**src/rtl/signed_iter_pkg.sv**
```systemverilog
// signed_iter_pkg
//   Shared definitions for the signed range iterator: the FSM state encoding
//   (also usable by benches to decode state) and a small helper used to
//   decide whether a step is headed downwards.
package signed_iter_pkg;

  localparam int STATE_W = 2;

  typedef logic [STATE_W-1:0] state_t;

  localparam state_t ST_IDLE  = 2'd0;  // waiting for start
  localparam state_t ST_CHECK = 2'd1;  // evaluating cond(start_val)
  localparam state_t ST_RUN   = 2'd2;  // presenting index beats
  localparam state_t ST_FIN   = 2'd3;  // one-cycle done pulse

  // The sign bit of the step selects the comparison direction:
  // 0 = counting up (idx vs limit with < / <=), 1 = counting down (> / >=).
  function automatic logic step_is_down(input logic sign_bit);
    return sign_bit;
  endfunction

endpackage

```
**src/rtl/signed_bound_cmp.sv**
```systemverilog
// signed_bound_cmp
//   Purely combinational loop-bound test on signed two's complement values.
//   Ports:
//     a     in  WIDTH  candidate index
//     b     in  WIDTH  loop limit
//     dir   in  1      0 = ascending (a < b / a <= b), 1 = descending (a > b / a >= b)
//     incl  in  1      1 = bound itself is part of the range
//     pass  out 1      a is inside the range
module signed_bound_cmp #(
  parameter int WIDTH = 32
) (
  input  logic [WIDTH-1:0] a,
  input  logic [WIDTH-1:0] b,
  input  logic             dir,
  input  logic             incl,
  output logic             pass
);

  logic lt;
  logic eq;

  always_comb begin
    lt = $signed(a) < $signed(b);
    eq = (a == b);
    if (!dir) begin
      pass = lt | (incl & eq);
    end else begin
      // a > b is "not less and not equal"; a >= b is simply "not less".
      pass = ~lt & (incl | ~eq);
    end
  end

endmodule

```
**src/rtl/signed_range_iter.sv**
```systemverilog
// signed_range_iter
//   Emits the index sequence of a signed for-loop
//     for (idx = start_val; cond(idx); idx += step)
//   one beat at a time on a valid/ready stream. Overflow of idx+step or a
//   zero step terminates the run (that beat is flagged last) and sets err.
//   Ports:
//     clk        in   1          clock, all state on rising edge
//     reset      in   1          synchronous active-high reset
//     start      in   1          begin a run (accepted only when idle)
//     start_val  in   WIDTH      signed initial index
//     limit      in   WIDTH      signed loop bound
//     step       in   WIDTH      signed increment
//     incl       in   1          1 = inclusive bound
//     out_valid  out  1          index beat available
//     out_ready  in   1          consumer accepts the beat
//     index      out  WIDTH      current index
//     last       out  1          current beat ends the run
//     busy       out  1          not idle
//     done       out  1          one-cycle completion pulse
//     count      out  CNT_WIDTH  beats accepted this run (saturating)
//     err        out  1          run ended by overflow or zero step
module signed_range_iter
  import signed_iter_pkg::*;
#(
  parameter int WIDTH     = 32,
  parameter int CNT_WIDTH = 32
) (
  input  logic                 clk,
  input  logic                 reset,
  input  logic                 start,
  input  logic [WIDTH-1:0]     start_val,
  input  logic [WIDTH-1:0]     limit,
  input  logic [WIDTH-1:0]     step,
  input  logic                 incl,
  output logic                 out_valid,
  input  logic                 out_ready,
  output logic [WIDTH-1:0]     index,
  output logic                 last,
  output logic                 busy,
  output logic                 done,
  output logic [CNT_WIDTH-1:0] count,
  output logic                 err
);

  // --------------------------------------------------------------------
  // State and datapath registers
  // --------------------------------------------------------------------
  state_t               state_reg;
  state_t               state_next;
  logic [WIDTH-1:0]     start_reg;
  logic [WIDTH-1:0]     limit_reg;
  logic [WIDTH-1:0]     step_reg;
  logic                 incl_reg;
  logic [WIDTH-1:0]     index_reg;
  logic [CNT_WIDTH-1:0] count_reg;
  logic                 err_reg;

  // --------------------------------------------------------------------
  // Next-index arithmetic. Both operands are sign-extended by one bit so
  // the sum is exact; overflow shows up as the top two bits disagreeing.
  // --------------------------------------------------------------------
  logic             dir;
  logic [WIDTH:0]   nxt_wide;
  logic [WIDTH-1:0] nxt;
  logic             ovf;
  logic             step_zero;
  logic             cond_start;
  logic             cond_nxt;
  logic             end_of_run;
  logic             xfer;

  assign dir       = step_is_down(step_reg[WIDTH-1]);
  assign nxt_wide  = {index_reg[WIDTH-1], index_reg} + {step_reg[WIDTH-1], step_reg};
  assign nxt       = nxt_wide[WIDTH-1:0];
  assign ovf       = nxt_wide[WIDTH] ^ nxt_wide[WIDTH-1];
  assign step_zero = (step_reg == '0);

  signed_bound_cmp #(
    .WIDTH (WIDTH)
  ) u_cmp_start (
    .a    (start_reg),
    .b    (limit_reg),
    .dir  (dir),
    .incl (incl_reg),
    .pass (cond_start)
  );

  // When ovf is set the truncated nxt is meaningless, but ovf alone already
  // forces end_of_run so the comparator result is don't-care in that case.
  signed_bound_cmp #(
    .WIDTH (WIDTH)
  ) u_cmp_nxt (
    .a    (nxt),
    .b    (limit_reg),
    .dir  (dir),
    .incl (incl_reg),
    .pass (cond_nxt)
  );

  assign end_of_run = ovf | step_zero | ~cond_nxt;
  assign xfer       = (state_reg == ST_RUN) & out_ready;

  // --------------------------------------------------------------------
  // FSM: state register
  // --------------------------------------------------------------------
  always_ff @(posedge clk) begin
    if (reset) begin
      state_reg <= ST_IDLE;
    end else begin
      state_reg <= state_next;
    end
  end

  // --------------------------------------------------------------------
  // FSM: next-state logic
  // --------------------------------------------------------------------
  always_comb begin
    state_next = state_reg;
    case (state_reg)
      ST_IDLE:  if (start) state_next = ST_CHECK;
      ST_CHECK: state_next = cond_start ? ST_RUN : ST_FIN;
      ST_RUN:   if (xfer && end_of_run) state_next = ST_FIN;
      ST_FIN:   state_next = ST_IDLE;
      default:  state_next = ST_IDLE;
    endcase
  end

  // --------------------------------------------------------------------
  // FSM: outputs (Moore-style, decoded from the registered state)
  // --------------------------------------------------------------------
  always_comb begin
    out_valid = (state_reg == ST_RUN);
    busy      = (state_reg != ST_IDLE);
    done      = (state_reg == ST_FIN);
    last      = (state_reg == ST_RUN) & end_of_run;
  end

  assign index = index_reg;
  assign count = count_reg;
  assign err   = err_reg;

  // --------------------------------------------------------------------
  // Datapath registers. Operands are latched once per run so that later
  // changes on the input pins (including an ignored start) cannot disturb
  // the run in progress.
  // --------------------------------------------------------------------
  always_ff @(posedge clk) begin
    if (reset) begin
      start_reg <= '0;
      limit_reg <= '0;
      step_reg  <= '0;
      incl_reg  <= 1'b0;
      index_reg <= '0;
      count_reg <= '0;
      err_reg   <= 1'b0;
    end else begin
      if (state_reg == ST_IDLE && start) begin
        start_reg <= start_val;
        limit_reg <= limit;
        step_reg  <= step;
        incl_reg  <= incl;
        count_reg <= '0;
        err_reg   <= 1'b0;
      end

      if (state_reg == ST_CHECK && cond_start) begin
        index_reg <= start_reg;
      end

      if (xfer) begin
        if (count_reg != '1) begin
          count_reg <= count_reg + {{(CNT_WIDTH-1){1'b0}}, 1'b1};
        end
        if (end_of_run) begin
          err_reg <= ovf | step_zero;
        end else begin
          index_reg <= nxt;
        end
      end
    end
  end

endmodule

```
**config.mk**
```make
export PLATFORM = sky130hd
export DESIGN_NAME = signed_range_iter
export DESIGN_NICKNAME = d
export VERILOG_FILES = /design/src/rtl/signed_iter_pkg.sv /design/src/rtl/signed_bound_cmp.sv /design/src/rtl/signed_range_iter.sv
export SDC_FILE = /design/constraint.sdc
export NUM_CORES = 1
export LEC_CHECK = 0
export BUFFER_PORTS_ARGS = -buffer_cell sky130_fd_sc_hd__buf_2
export CORE_MARGIN = 1
export CORE_UTILIZATION = 41
export DETAILED_ROUTE_END_ITERATION = 16
export HOLD_SLACK_MARGIN = 0.15
export PLACE_DENSITY_LB_ADDON = 0.05
export SKIP_LAST_GASP = 1
export SYNTH_ARGS = -nofsm -noshare
export SYNTH_HDL_FRONTEND = slang
export SYNTH_SLANG_ARGS = --single-unit
```
**constraint.sdc**
```tcl
create_clock -name clk -period 12.1 [get_ports clk]
set_input_delay 0 -clock clk [delete_from_list [all_inputs] [get_ports clk]]
set_output_delay 0 -clock clk [all_outputs]
set_load 0.01 [all_outputs]
```
==> Yosys cells after proc, flatten, opt, wreduce, memory -nomap -nowiden <==
Cells that the tools add are included.
{ "classes": {"add_sub_neg": 2, "n_lt_le_gt_ge": 2, "n_eq_ne": 8, "mux": 15, "n_bitwise": 18, "n_reduce_logical": 7} }
{ "op_table": {"columns": ["cell", "n"], "rows": [
  ["$mux W32", 6],
  ["$eq A32 B32 Y1", 2],
  ["$lt A32 B32 Y1", 2],
  ["$add A32 B32 Y33", 1],
  ["$add A32 B1 Y32 const B", 1],
  ["$logic_not A32 Y1", 1],
  ["$ne A32 B32 Y1 const B", 1],
  ["$pmux W2 S4", 1],
  ["$and A1 B1 Y1", 6],
  ["$mux W1", 6],
  ["$or A1 B1 Y1", 6],
  ["$not A1 Y1", 5],
  ["$eq A2 B2 Y1 const B", 2],
  ["$mux W2", 2],
  ["$logic_and A1 B1 Y1", 3],
  ["$eq A2 B1 Y1 const B", 1],
  ["$logic_not A2 Y1", 1],
  ["$ne A2 B1 Y1 const B", 1],
  ["$ne A2 B2 Y1 const B", 1],
  ["$reduce_and A2 Y1", 1],
  ["$reduce_bool A2 Y1", 1],
  ["$xor A1 B1 Y1", 1]
]} }
{ "totals": {"regBits": 164, "output_inout_bits": 69} }

==> Depth between registers and ports, before layout <==
{ "depth": {"ltp_word": 11, "depth_mapped": 24, "ltp_nobuf": 22} }

==> Modules after synthesis <==
From an unflattened synthesis, not the netlist that was laid out.
{ "hier_totals": {"hier_cells": 1350, "area_unflattened_um2": 10586.4} }
{ "by_module_without_submodules": {"columns": ["mod", "n_inst", "cells_per_inst", "area_per_inst_um2"], "rows": [
  ["signed_range_iter", 1, 1108, 8862.2],
  ["signed_bound_cmp", 2, 121, 862.1]
]} }

==> Worst setup path after synthesis <==
No wires, ideal clock.
{ "synth_timing": {"path_type": "reg-to-reg", "start": "reg index_reg[0] (netlist: index[0])", "end": "reg state_reg[0]", "setup_time_ps": 86, "t_arrival_ps": 4839, "path_slack_ps": 7175, "path_stages_with_launch": 25, "n_path_buf": 2, "synth_period_minus_slack_ps": 4925, "path_cell_list": "dfxtp_1 -> ha_1 -> fa_1 -> a21oi_1 -> o211ai_1 -> and3_1 -> o21a_1 -> o21a_1 -> nor3_1 -> o21bai_1 -> mux2i_1 -> or2_2 -> ha_1 -> a21oi_1 -> nand2_1 -> a21oi_1 -> a21oi_1 -> or4_1 -> a311o_2 -> nand3_1 -> or2_1 -> buf_6 -> buf_6 -> a311oi_1 -> a211oi_1"} }
{ "synth_between": {"elab_chain_len": 11, "word_cells_on_any_way": 17, "classes_between": "1 x add/sub; 1 x order compare; 2 x eq/ne; 1 x mux; 10 x bitwise; 2 x reduce/logical"} }
{ "synth_rtl": {"columns": ["item", "line_no", "text"], "rows": [
  ["start, declared", "signed_range_iter.sv:54", "logic [WIDTH-1:0] index_reg;"],
  ["start signal, assigned", "signed_range_iter.sv:167", "index_reg <= start_reg;"],
  ["start signal, assigned", "signed_range_iter.sv:177", "index_reg <= nxt;"],
  ["$add A32 B32 Y33 (*)", "signed_range_iter.sv:73", "assign nxt_wide = {index_reg[WIDTH-1], index_reg} + {step_reg[WIDTH-1], step_reg};"],
  ["branches (longest 6 deep; another with $lt A32 B32 Y1)", null, null],
  ["$or A1 B1 Y1 (*)", "signed_range_iter.sv:100", "assign end_of_run = ovf | step_zero | ~cond_nxt;"],
  ["$logic_and A1 B1 Y1 (*)", "signed_range_iter.sv:122", "ST_RUN: if (xfer && end_of_run) state_next = ST_FIN;"],
  ["$ne A2 B1 Y1 (no line) (*)", null, null],
  ["$reduce_and A2 Y1 (no line) (*)", null, null],
  ["end signal, assigned", "signed_range_iter.sv:110", "state_reg <= state_next;"],
  ["end, declared", "signed_range_iter.sv:48", "state_t state_reg;"]
]} }
Every way passes the cells marked *.
A chain may end at the register's enable or synchronous reset.

==> Worst setup path in the final report <==
Ends and elaborated chain as after synthesis.

==> metrics <==
worst-path cell chain=ha_1 > fa_1 > a21oi_1 > o211ai_1 > and3_1 > o21a_1 > o21a_1 > nor3_1 > o21bai_1 > mux2i_1 > or2_2 > ha_1 > nand4_1 > nor4_1 > o21ai_0 > a21oi_1 > o31ai_1 > a311o_2 > nand3_1 > or2_1 > a311oi_1 > a211oi_1 > dlygate4sd3_1; Routed Antenna Nets=0; Main synth FF type=dfxtp_1; DRC viols=0; initial antenna violation count=0; Arr. time, crit path=6.57 ns; status=complete, no violations; final RePlAce weighted congestion=0.890; pwr dens=183 nW/um^2; DPL Wire Length=21400 um; post_cts resized=0; Final Power=around 2400 uW; first-pass GRT wire length=48700 um; CTS tree=built; Fin. Hold Viols=0; core area=23700 sq um; number of enable flip-flop cells after synthesis=0; number of diodes=0; CTS root buffer=clkbuf_16; DRT Pass-1 Iters=5; Worst EP required=12.48 ns; Rel. slew slack=36.9%; Avg Cell Area, Syn=8.03 sq um; Tot GR Track Use=24.8%; initial drt markers=487; area grow syn2layout=29.8%; CP max stage delay=0.58 ns; CP Buf/Inv Count=1; syn_nets=1450; Setup violations, final=0; Distinct cells, synth=70; Worst R2R Start=index[0]; Max Cap Violations=0; share of cells above drive strength 1=17.2%; cell family with most CP delay=compound AO/OA/AOI/OAI gates; H-tree depth=4; CP endpoint kind=register; most frequent cells in the layout=264 x nand2_1, 180 x a21oi_1, 168 x buf_2; final WL=30500 um; Vias/cell=between 5 and 6; Synth Instances=1246; CP max stage cell=dlygate4sd3_1; reg2reg end=state_reg[0]; IO Count=170; die area=25000 sq um; DIE WIDTH=between 150 and 200 um; TritonCTS Buffers=17; Clock Latency Late Sink=0.44 ns; Post-Synthesis Cell Area=10000 sq um; Final #Nets=1728; GRT overflow=0; RSZ-0062 raised after global routing=no; clock slew at reported path FFs=0.07 ns; clk sinks=164; num rows=56; R2R depth=23; Min-Delay Startpoint=limit[4]; vias post-DR=about 10000; element type at the critical path start=register; I/O Buffers=169; #FFs+latches synth=~160; Fin Setup TNS=0 ns; number of global-route vias before repair=9442; Period Utilization, post-route=51.1%; Crit Path Class=reg2reg; Tmin final=6.19 ns; Starting Density=42.3%; skew final=0.0155 ns; Static Leak=0.00573 uW; largest net degree at the start of global routing=81; fmax=162 MHz; Worst-Margin Slew=about 0.94 ns; FILL cells=2350; Die Ht=158 um; register area share after synthesis=32.8%; FFs w/ async S/R, synth=0%; fin. max-slew vios=0; Worst Hold Depth=4; Max Buffers Root-to-Sink=2; crit-path max FO=13; commonest non-fill, non-tap cell in the layout=nand2_1; Synth Warn #=0; WHS Endpoint=limit_reg[4]; post-DR wirelength/cell=16.4 um; VDD IR max=approximately 140 uV; HP Class=in2reg; R2R setup slack=5.91 ns; Placed Area=11000 sq um; Final Cell Area=13000 sq um
-- synth_stat cells (all sizes together) (5+ instances only) --
master  instances  area, sq um
a211oi         13         97.6
a21o           10         76.3
a21oi         181          906
and2            5         32.5
and3           10         65.1
buf            10         83.8
clkbuf         46          213
dfxtp         164         3280
ha            102         1280
inv            54          203
mux2           32          360
nand2         266         1000
nand3          29          145
nand4          23          144
nor2           51          191
nor3           13         70.1
nor4           13         81.3
o211ai          7         52.6
o21a           36          270
o21ai          42          214
o21bai          5         37.5
o31a           29          255
xnor2          17          149
xor2           21          184
-- worst max path at each step --
stage	start	endpoint	slack (ns)	depth (start not counted)
finish	index[0]	state_reg[0]	5.91	23
CTS	index[0]	state_reg[0]	6.02	23
global placement	index[0]	index[14]	6.38	23
detailed placement	index[0]	index[14]	6.27	23
floorplan	index[0]	state_reg[0]	7.18	24
global route	step_reg[0]	state_reg[0]	5.54	23
-- area by class of cell --
class                      count  area [sq um]  share of cell area, %
timing repair buffer         318          2320                   17.8
clock inverter                14           139                   1.07
tap                          319           399                   3.07
clock buffer                  18           429                   3.30
sequential                   164          3280                   25.3
inverter                      55           206                   1.59
multi-input combinational    968          6210                   47.8
-- where the power goes --
group          leakage (uW)  internal [uW]  switching (uW)  total, uW
sequential          0.00134            622            74.0        696
clock              0.000276            290             252        542
combinational       0.00412            442             695       1140
-- metal layers --
layer  vias up  wire length [um]  GRT usage [%]
met2       221             13800           40.3
li1       4981                 -              -
met4         0               290           5.77
met5         -                 0              0
met1      4556             15000           33.9
met3        22              1420           4.13
-- what timing repair did --
item                                   in CTS  in global routing
hold buffers                              140                  0
endpoints found under the hold margin     100                  0
setup buffers                               0                  0
-- through the flow --
stage	hold slack, ns	worst slack (ns)	utilization, %	std cells
after floorplan	0.136	7.18	-	1246
after global placement	0.241	6.38	46.5	1684
after detailed placement	0.245	6.27	46.5	1684
after CTS	0.338	6.02	54.8	1856
after global routing	0.355	5.54	54.8	1856
final	0.350	5.91	54.8	1856
-- tightest hold or removal path: cells and delay by family --
kind | cells | cell delay [ns]
buffers and inverters | 2 | 0.65
and+or+nand+nor | 1 | 0.04
AOI/OAI and AO/OA | 1 | 0.05
-- cell families (layout without fill, tap and decap cells) --
group,after synthesis,in the layout,synth area share [%]
and+or+nand+nor,430,430,18.8
AOI/OAI and AO/OA,361,361,22.8
DFF,164,164,32.8
buffers and inverters,114,405,5.33
adders and majority gates,103,103,13.0
xor gates and xnor gates,38,38,3.33
muxes,36,36,4.00
Power figures use the tool's default switching activity.
